`config.mk`:
```
export PLATFORM = sky130hd
export DESIGN_NAME = ide_pio_sequencer_flat
export DESIGN_NICKNAME = d
export VERILOG_FILES = /design/src/rtl/ide_pio_sequencer_if.sv /design/src/rtl/ide_pio_sequencer.sv /design/src/flat_wrapper.sv
export SDC_FILE = /design/constraint.sdc
export NUM_CORES = 1
export LEC_CHECK = 0
export CAP_MARGIN = 20
export CELL_PAD_IN_SITES_DETAIL_PLACEMENT = 1
export CELL_PAD_IN_SITES_GLOBAL_PLACEMENT = 1
export CORE_MARGIN = 3
export CORE_UTILIZATION = 35
export DETAILED_ROUTE_END_ITERATION = 8
export PLACE_DENSITY_LB_ADDON = 0.3
export SLEW_MARGIN = 20
export SYNTH_ARGS = -nofsm -noshare
export SYNTH_HDL_FRONTEND = slang
export SYNTH_SLANG_ARGS = --single-unit
```
`constraint.sdc`:
```
create_clock -name CLK -period 3.3 [get_ports CLK]
set_input_delay 0.66 -clock CLK [delete_from_list [all_inputs] [get_ports CLK]]
set_output_delay 0.66 -clock CLK [all_outputs]
set_load 0.05 [all_outputs]
```
`src/rtl/ide_pio_sequencer_if.sv`:
```
// rtl/ide_pio_sequencer_if.sv - 68000-side bus and IDE strobe bundle for the PIO sequencer
interface ide_pio_sequencer_if;
  logic AS_n;
  logic RW;
  logic ide_sel;
  logic IORDY;
  logic IOR_n;
  logic IOW_n;
  logic DTACK_n;
  logic busy;
  logic timeout_err;

  modport master (
    output AS_n, RW, ide_sel, IORDY,
    input  IOR_n, IOW_n, DTACK_n, busy, timeout_err
  );

  modport slave (
    input  AS_n, RW, ide_sel, IORDY,
    output IOR_n, IOW_n, DTACK_n, busy, timeout_err
  );
endinterface

```
`src/rtl/ide_pio_sequencer.sv`:
```
// rtl/ide_pio_sequencer.sv - IDE PIO register cycle sequencer (setup/active/recovery, IORDY, DTACK)
module ide_pio_sequencer #(
  parameter int SETUP_CLKS    = 1,
  parameter int ACTIVE_CLKS   = 3,
  parameter int RECOVERY_CLKS = 2,
  parameter int IORDY_TIMEOUT = 64
) (
  input  logic                 CLK,
  input  logic                 RESET_n,
  ide_pio_sequencer_if.slave   bus
);
  typedef enum logic [2:0] {IDLE, SETUP, STROBE, WAIT_RDY, ACK, RECOVER} state_t;

  state_t     state;
  state_t     next_state;
  state_t     start_state;
  state_t     end_state;
  logic [3:0] cnt;
  logic [7:0] wait_cnt;
  logic       rw_l;
  logic       tmo_hit;
  logic       tmo_next;
  logic       accept;
  logic       req;
  logic       in_xfer;
  logic       stay_xfer;
  logic       strobe_on;

  assign req      = !bus.AS_n && bus.ide_sel;
  assign bus.busy = (state != IDLE);

  always_comb begin
    next_state  = state;
    accept      = 1'b0;
    tmo_next    = 1'b0;
    start_state = (SETUP_CLKS == 0) ? STROBE : SETUP;
    end_state   = (RECOVERY_CLKS == 0) ? IDLE : RECOVER;
    case (state)
      IDLE: begin
        if (req) begin
          next_state = start_state;
          accept     = 1'b1;
        end
      end
      SETUP: begin
        if (bus.AS_n)
          next_state = end_state;
        else if (cnt == 4'(SETUP_CLKS - 1))
          next_state = STROBE;
      end
      STROBE: begin
        if (bus.AS_n)
          next_state = end_state;
        else if (cnt == 4'(ACTIVE_CLKS - 1))
          next_state = bus.IORDY ? ACK : WAIT_RDY;
      end
      WAIT_RDY: begin
        if (bus.AS_n)
          next_state = end_state;
        else if (bus.IORDY)
          next_state = ACK;
        else if (wait_cnt == 8'(IORDY_TIMEOUT - 1)) begin
          next_state = ACK;
          tmo_next   = 1'b1;
        end
      end
      ACK: begin
        if (bus.AS_n)
          next_state = end_state;
      end
      RECOVER: begin
        // A request still pending when recovery ends is taken on that same edge
        if (cnt == 4'(RECOVERY_CLKS - 1)) begin
          if (req) begin
            next_state = start_state;
            accept     = 1'b1;
          end else begin
            next_state = IDLE;
          end
        end
      end
      default: next_state = IDLE;
    endcase
  end

  // Strobes assert one edge after entering STROBE but drop on the edge that leaves the transfer
  always_comb begin
    in_xfer   = (state == STROBE) || (state == WAIT_RDY) || (state == ACK);
    stay_xfer = (next_state == STROBE) || (next_state == WAIT_RDY) || (next_state == ACK);
    strobe_on = in_xfer && stay_xfer && (rw_l || (state != ACK));
  end

  always_ff @(posedge CLK or negedge RESET_n) begin
    if (!RESET_n) begin
      state           <= IDLE;
      cnt             <= 4'd0;
      wait_cnt        <= 8'd0;
      rw_l            <= 1'b0;
      tmo_hit         <= 1'b0;
      bus.IOR_n       <= 1'b1;
      bus.IOW_n       <= 1'b1;
      bus.DTACK_n     <= 1'b1;
      bus.timeout_err <= 1'b0;
    end else begin
      state <= next_state;
      if (accept)
        rw_l <= bus.RW;
      if ((next_state != state) || accept)
        cnt <= 4'd0;
      else if (cnt != 4'hF)
        cnt <= cnt + 4'd1;
      if ((state == WAIT_RDY) && (next_state == WAIT_RDY)) begin
        if (wait_cnt != 8'hFF)
          wait_cnt <= wait_cnt + 8'd1;
      end else begin
        wait_cnt <= 8'd0;
      end
      tmo_hit         <= tmo_next;
      bus.timeout_err <= tmo_hit;
      bus.IOR_n       <= !(strobe_on && rw_l);
      bus.IOW_n       <= !(strobe_on && !rw_l);
      bus.DTACK_n     <= !((state == ACK) && (next_state == ACK));
    end
  end
endmodule

```
`src/flat_wrapper.sv`:
```
// flat-port wrapper written by rule: the top's interface ports become plain ports
module ide_pio_sequencer_flat 
#(
  parameter int SETUP_CLKS    = 1,
  parameter int ACTIVE_CLKS   = 3,
  parameter int RECOVERY_CLKS = 2,
  parameter int IORDY_TIMEOUT = 64
)
  (CLK, RESET_n, bus_AS_n, bus_RW, bus_ide_sel, bus_IORDY, bus_IOR_n, bus_IOW_n, bus_DTACK_n, bus_busy, bus_timeout_err);
  ide_pio_sequencer_if bus_i ();
  input  logic CLK;
  input  logic RESET_n;
  input wire logic [$bits(bus_i.AS_n)-1:0] bus_AS_n;
  input wire logic [$bits(bus_i.RW)-1:0] bus_RW;
  input wire logic [$bits(bus_i.ide_sel)-1:0] bus_ide_sel;
  input wire logic [$bits(bus_i.IORDY)-1:0] bus_IORDY;
  output wire logic [$bits(bus_i.IOR_n)-1:0] bus_IOR_n;
  output wire logic [$bits(bus_i.IOW_n)-1:0] bus_IOW_n;
  output wire logic [$bits(bus_i.DTACK_n)-1:0] bus_DTACK_n;
  output wire logic [$bits(bus_i.busy)-1:0] bus_busy;
  output wire logic [$bits(bus_i.timeout_err)-1:0] bus_timeout_err;
  assign bus_i.AS_n = bus_AS_n;
  assign bus_i.RW = bus_RW;
  assign bus_i.ide_sel = bus_ide_sel;
  assign bus_i.IORDY = bus_IORDY;
  assign bus_IOR_n = bus_i.IOR_n;
  assign bus_IOW_n = bus_i.IOW_n;
  assign bus_DTACK_n = bus_i.DTACK_n;
  assign bus_busy = bus_i.busy;
  assign bus_timeout_err = bus_i.timeout_err;
  ide_pio_sequencer #(.SETUP_CLKS(SETUP_CLKS), .ACTIVE_CLKS(ACTIVE_CLKS), .RECOVERY_CLKS(RECOVERY_CLKS), .IORDY_TIMEOUT(IORDY_TIMEOUT)) u_core (.CLK(CLK), .RESET_n(RESET_n), .bus(bus_i));
endmodule
```
After elaboration in Yosys (flattened, before gate mapping)
Cells that the tools add are included.
{ "totals": {"out_inout_bits": 5, "latch_bits": 0, "reg_bits": 21, "n_memories": 0, "ram_bits": 0, "romBits": 0} }
{ "op_classes": {"mux": 24, "multipliers": 0, "reduce_logical": 22, "add_sub_neg": 2, "order_cmp": 0, "bitwise": 0, "n_eq_ne": 16, "shifts": 0, "div": 0} }
{ "ops": {"columns": ["cell", "count"], "rows": [
  ["2-to-1 mux 3 bit", 11],
  ["one-hot mux 3 bit (6 select lines)", 1],
  ["2-to-1 mux 8 bit", 2],
  ["equality test 3 x 2 -> 1 bit, second input constant", 4],
  ["equality test 3 bit, second input constant", 3],
  ["adder 8 x 1 -> 8 bit, second input constant", 1],
  ["equality test 8 x 6 -> 1 bit, second input constant", 1],
  ["2-to-1 mux 4 bit", 2],
  ["!= test 8 bit, second input constant", 1],
  ["logical AND 1 bit", 7],
  ["2-to-1 mux 1 bit", 7],
  ["logical OR 1 bit", 6],
  ["zero test 1 bit", 5],
  ["adder 4 x 1 -> 4 bit, second input constant", 1],
  ["equality test 4 x 1 -> 1 bit, second input constant", 1],
  ["equality test 4 x 2 -> 1 bit, second input constant", 1],
  ["zero test 4 bit", 1],
  ["!= test 4 bit, second input constant", 1],
  ["equality test 3 x 1 -> 1 bit, second input constant", 1],
  ["zero test 3 bit", 1],
  ["!= test 3 bit", 1],
  ["!= test 3 bit, second input constant", 1],
  ["nonzero test 3 bit", 1],
  ["!= test 2 bit, second input constant", 1],
  ["other kinds (2)", 2]
]} }

Logic depth before layout (Yosys ltp)
{ "depth": {"word_depth": 12, "ltp_mapped": 9} }

Least setup slack after synthesis
OpenSTA, ideal clock, no wires.
{ "synth_timing": {"kind": "register -> register", "startpoint": "register u_core.cnt[0]", "endpoint": "register u_core.cnt[3]", "t_arrival_ps": 1717, "synth_period_minus_slack_ps": 1836, "path_slack_ps": 1464, "setup_ps": 119, "path_stages_with_launch": 9, "n_path_buf": 1, "path_cell_list": "dfrtp_1 inv_1 ha_1 or3b_1 a221oi_2 o21ba_1 buf_6 nand4_1 o21ai_2"} }
{ "synth_between": {"elab_chain_cells": 7, "word_cells_on_any_way": 18, "classes_between": "add/sub (1); eq/ne (4); mux (10); reduce/logical (3)"} }
{ "synth_rtl": {"columns": ["element", "line_no", "source"], "rows": [
  ["start: declaration", "ide_pio_sequencer.sv:18", "logic [3:0] cnt;"],
  ["start signal: assignment", "ide_pio_sequencer.sv:111", "cnt <= cnt + 4'd1;"],
  ["equality test 4 x 2 -> 1 bit / zero test 4 bit (equally long branches)", "ide_pio_sequencer.sv:54, ide_pio_sequencer.sv:48", null],
  ["2-to-1 mux 3 bit (on tied branches)", "ide_pio_sequencer.sv:54, ide_pio_sequencer.sv:48", null],
  ["2-to-1 mux 3 bit (on tied branches)", "ide_pio_sequencer.sv:52, ide_pio_sequencer.sv:46", null],
  ["one-hot mux 3 bit (6 select lines)", "ide_pio_sequencer.sv:38", "case (state)"],
  ["!= test 3 bit", "ide_pio_sequencer.sv:108", "if ((next_state != state) || accept)"],
  ["logical OR 1 bit", "ide_pio_sequencer.sv:108", null],
  ["2-to-1 mux 4 bit / nonzero test 2 bit (equally long branches)", null, null]
]} }
Several ways; a longest one is shown, not always the timed one. The select of a mux whose other input is x is not followed.
A chain may end at the register's enable or synchronous reset.

Worst setup path after layout
{ "layout_timing": {"startpoint": "register u_core.state[0]", "endpoint": "output port bus_busy"} }
{ "layout_between": {"elab_chain_cells": 1} }
{ "layout_rtl": {"columns": ["element", "line_no", "source"], "rows": [
  ["start: declaration", "ide_pio_sequencer.sv:14", "state_t state;"],
  ["start signal: assignment", "ide_pio_sequencer.sv:105", "state <= next_state;"],
  ["nonzero test 3 bit", "ide_pio_sequencer.sv:30", "assign bus.busy = (state != IDLE);"],
  ["end: declaration", "flat_wrapper.sv:20", "output wire logic [$bits(bus_i.busy)-1:0] bus_busy;"]
]} }
No other way between the ends.

==> summary.md <==
| Metric | Value |
|---|---|
| Hold Buf Count CTS | 0 |
| Buffer levels on the longest clock path | 2 |
| CP Class | register to primary output |
| Drt via density | 5.55 |
| Leak | 0.613 nW |
| Peak VDD IR | ~0.18 mV |
| Post-synthesis xor/xnor area fraction | under 10% |
| Initial Utilization | 37.8% |
| First-pass GRT wire length | 4860 µm |
| TritonCTS Buffers | 3 |
| Pint | 0.582 mW |
| Clk pwr share | about 16% |
| Vias in the first global route | 1,112 |
| Final HPWL DP | approximately 2200 µm |
| FF-to-FF setup slack | around 1.2 ns |
| Maximum fanout along the worst path | 15 |
| Multiplexer area fraction after synthesis | 5.82% |
| WL final | 2840 µm |
| Least-Margin Pin Slew | 0.906 ns |
| Worst Path Arrival | 1.88 ns |
| Placer congestion estimate | 0.858 |
| Setup TNS | 0 ns |
| Routed WL per cell | 15.0 µm |
| Net Switching | about 0.42 mW |
| CP max stage cell | clkdlybuf4s50_1 |
| Pwr per Cell Area | 692 nW/µm² |
| CTS Sinks | 21 |
| Fmax | 394 MHz |
| Adder-Cell Fraction of Synth Area | around 5.5% |
| Endpoints failing setup | 0 |
| Max-slew violations | 0 |
| Grt peak-use layer | met2 |
| Critical path's top delay family | buffers and inverters |
| Crit path cell chain | buf_4, or3_1, clkdlybuf4s50_1 |
| Gate power share | 48.3% |
| IO buf count | 10 |
| Area leader, netlist | dfrtp_1 |
| RSZ-0062 raised after global routing | no |
| Core Region | 3470 µm² |
| Ports | 11 |
| Tot GR Track Use | 14.3% |
| Grt met3 use | 2.83% |
| Hold depth | 0 |
| Clock H-tree levels | 1 |
| Largest cells by area after synthesis | dfrtp_1 34%, dfstp_2 6.0%, ha_1 4.8% |
| Post-route design area | 1450 µm² |
| Die width | just under 70 µm |
| Chip height | 67.2 µm |
| Flop pwr share | 35.3% |
| Avg Cell Area, Syn | 9.64 µm² |
| Drt first pass iters | 4 |
| R2R cell count | 7 |
| Top_reg_cell synth | dfrtp_1 |
| Register bit total from synthesis | 21 |
| Simple-gate portion of the synthesized area | 24.1% |
| Post-synth EDFFs | 0 |
| Dpl cells | 185 |
| Yosys cell types | 43 |
| Commonest non-fill, non-tap cells in the layout | 18 x dfrtp_1, 16 x nor2_1, 12 x nand3_1 |
| ANT cells | 0 |
| Initial antenna violation count | 0 |
| Grt ovf | 0 |
| Top-area cell type share of the netlist area | 34.4% |
| Slew HR | 39.4% |
| Clock transition at path regs | 0.07 ns |
| Synth Cell Area | ~1300 µm² |
| Starting DRC count in detailed routing | 106 |
| CP max stage delay | 0.71 ns |
| Critical path startpoint category | register |
| Compound-Gate Fraction of Synth Area | 14.6% |
| Critical Path End Type | primary output |
| Synth warn | 0 |
| Layout Nets | roughly 160 |
| Mapped Nets | 147 |
| CTS resizes | 0 |
| Pin count of the biggest net entering global routing | 22 |
| Worst setup path start | u_core.state[0] |
| Leading cell type in the layout, fill and taps excluded | dfrtp_1 |
| # fillers | roughly 420 |
| Vias | around 1,000 |
| Layout Area Growth over Synthesis | 10.6% |
| Skew-Pair Late Insertion Delay | between 0.2 and 0.3 ns |
| HP Start | u_core.tmo_hit |
| TritonCTS clock tree | yes |
| Setup Fix Bufs, Post-CTS | 0 |
| Clock skew | 0.000643 ns |
| Hold endpoint | u_core.bus.timeout_err |
| Final hold violations | 0 |
| Die ar. | 4520 µm² |
| Core Rows | 21 |
| Worst Path Buf+Inv | 2 |
| Worst R2R Start | u_core.cnt[0] |
| Final ANT Viol Nets | 0 |
| Grt met1 use | 17.3% |
| Worst Hold Slack | 0.359 ns |
| Ys async rst share | 100% |
| Final Critical Period | 2.54 ns |
| Main combinational cell family by area after synthesis | simple AND/OR/NAND/NOR gates |
| Syn Inst Count | 136 |
| DRC | 0 |
| Status | finished, final reports clean |
| GRT met2 Usage | a little under a quarter |
| Sequential fraction of the synthesis area | 40.4% |
| Reg-to-Reg End | u_core.cnt[1] |
| Layout cells sized above 1 | 11.2% |
| Root Driver | clkbuf_8 |
| Worst min path class | register to register |
| Sw Share | 41.9% |
| Area after DPL | 1410 µm² |
| Period utilisation layout | between 70% and 80% |
| Max_cap viols | 0 |
| WP data required | 2.64 ns |
| Finished Layout Cells | 189 |
-- per-stage QoR --
stage | power [mW] | util, % | setup WS (ns)
final | 1.00 | 41.8 | 0.762
after CTS | 1.01 | 41.8 | 0.742
after floorplan | 0.783 | - | 1.46
after global placement | 0.824 | 40.5 | 0.864
after global routing | 1.07 | 41.8 | 0.686
after detailed placement | 0.841 | 40.5 | 0.728
-- worst max path at each step --
stage,endpoint,cells after the start
2_1_floorplan,u_core.cnt[3],8
3_3_place_gp,u_core.cnt[2],6
3_5_place_dp,u_core.cnt[1],6
4_1_cts,bus_busy,3
5_1_grt,bus_busy,3
6_report,bus_busy,3
-- synth_stat cells (3+ instances only) --
library cell	count
nand2_1	9
dfstp_2	3
a31oi_1	4
ha_1	5
dfrtp_1	18
buf_6	5
nand4_1	7
nor2_1	16
inv_1	4
o21ai_0	6
mux2i_1	5
nand3_1	12
-- power groups by stage --
stage / registers (mW) / logic [mW] / clock network, mW
floorplan: 0.370 / 0.413 / 0
global placement: 0.357 / 0.467 / 0
detailed placement: 0.359 / 0.483 / 0
CTS: 0.354 / 0.485 / 0.172
global route: 0.361 / 0.529 / 0.184
finish: 0.354 / 0.484 / 0.165
-- layout make-up --
cell class,count,area (µm²),area share [%]
multi-input combinational,102,692,47.7
tap,46,57.6,3.97
inverter,5,18.8,1.29
timing repair buffer,11,108,7.42
clock buffer,4,45.0,3.11
sequential,21,529,36.5
-- cell families after synthesis --
logic type	after synthesis
multiplexers	7
buffers and inverters	13
flip-flops	21
AO/OA/AOI/OAI	25
XOR/XNOR	4
AND/OR/NAND/NOR	60
adder cells (fa/ha/maj)	6
-- worst register-to-register path, stage by stage (launching register included) --
cell	delay, ns
dfrtp_1	0.43
inv_1	0.13
ha_1	0.18
or3b_1	0.40
a221oi_2	0.32
o21ba_1	0.28
nand3_1	0.13
mux2i_1	0.09
-- sequential cells by signal, indices dropped and copies added (netlist names) --
register,cells
u_core.wait_cnt,8
u_core.bus.timeout_err,1
u_core.state,3
u_core.bus.IOR_n,1
u_core.tmo_hit,1
u_core.rw_l,1
u_core.bus.DTACK_n,1
u_core.bus.IOW_n,1
u_core.cnt,4
-- metal layers --
metal | vias up | routed length [µm] | part of all wire [%]
li1 | 505 | - | -
met1 | 512 | 1300 | 46
met2 | 26 | 1370 | 48
met3 | 6 | 117 | 4.1
met4 | 0 | 53 | 1.9
met5 | - | 0 | 0
Power figures use the tool's default switching activity.
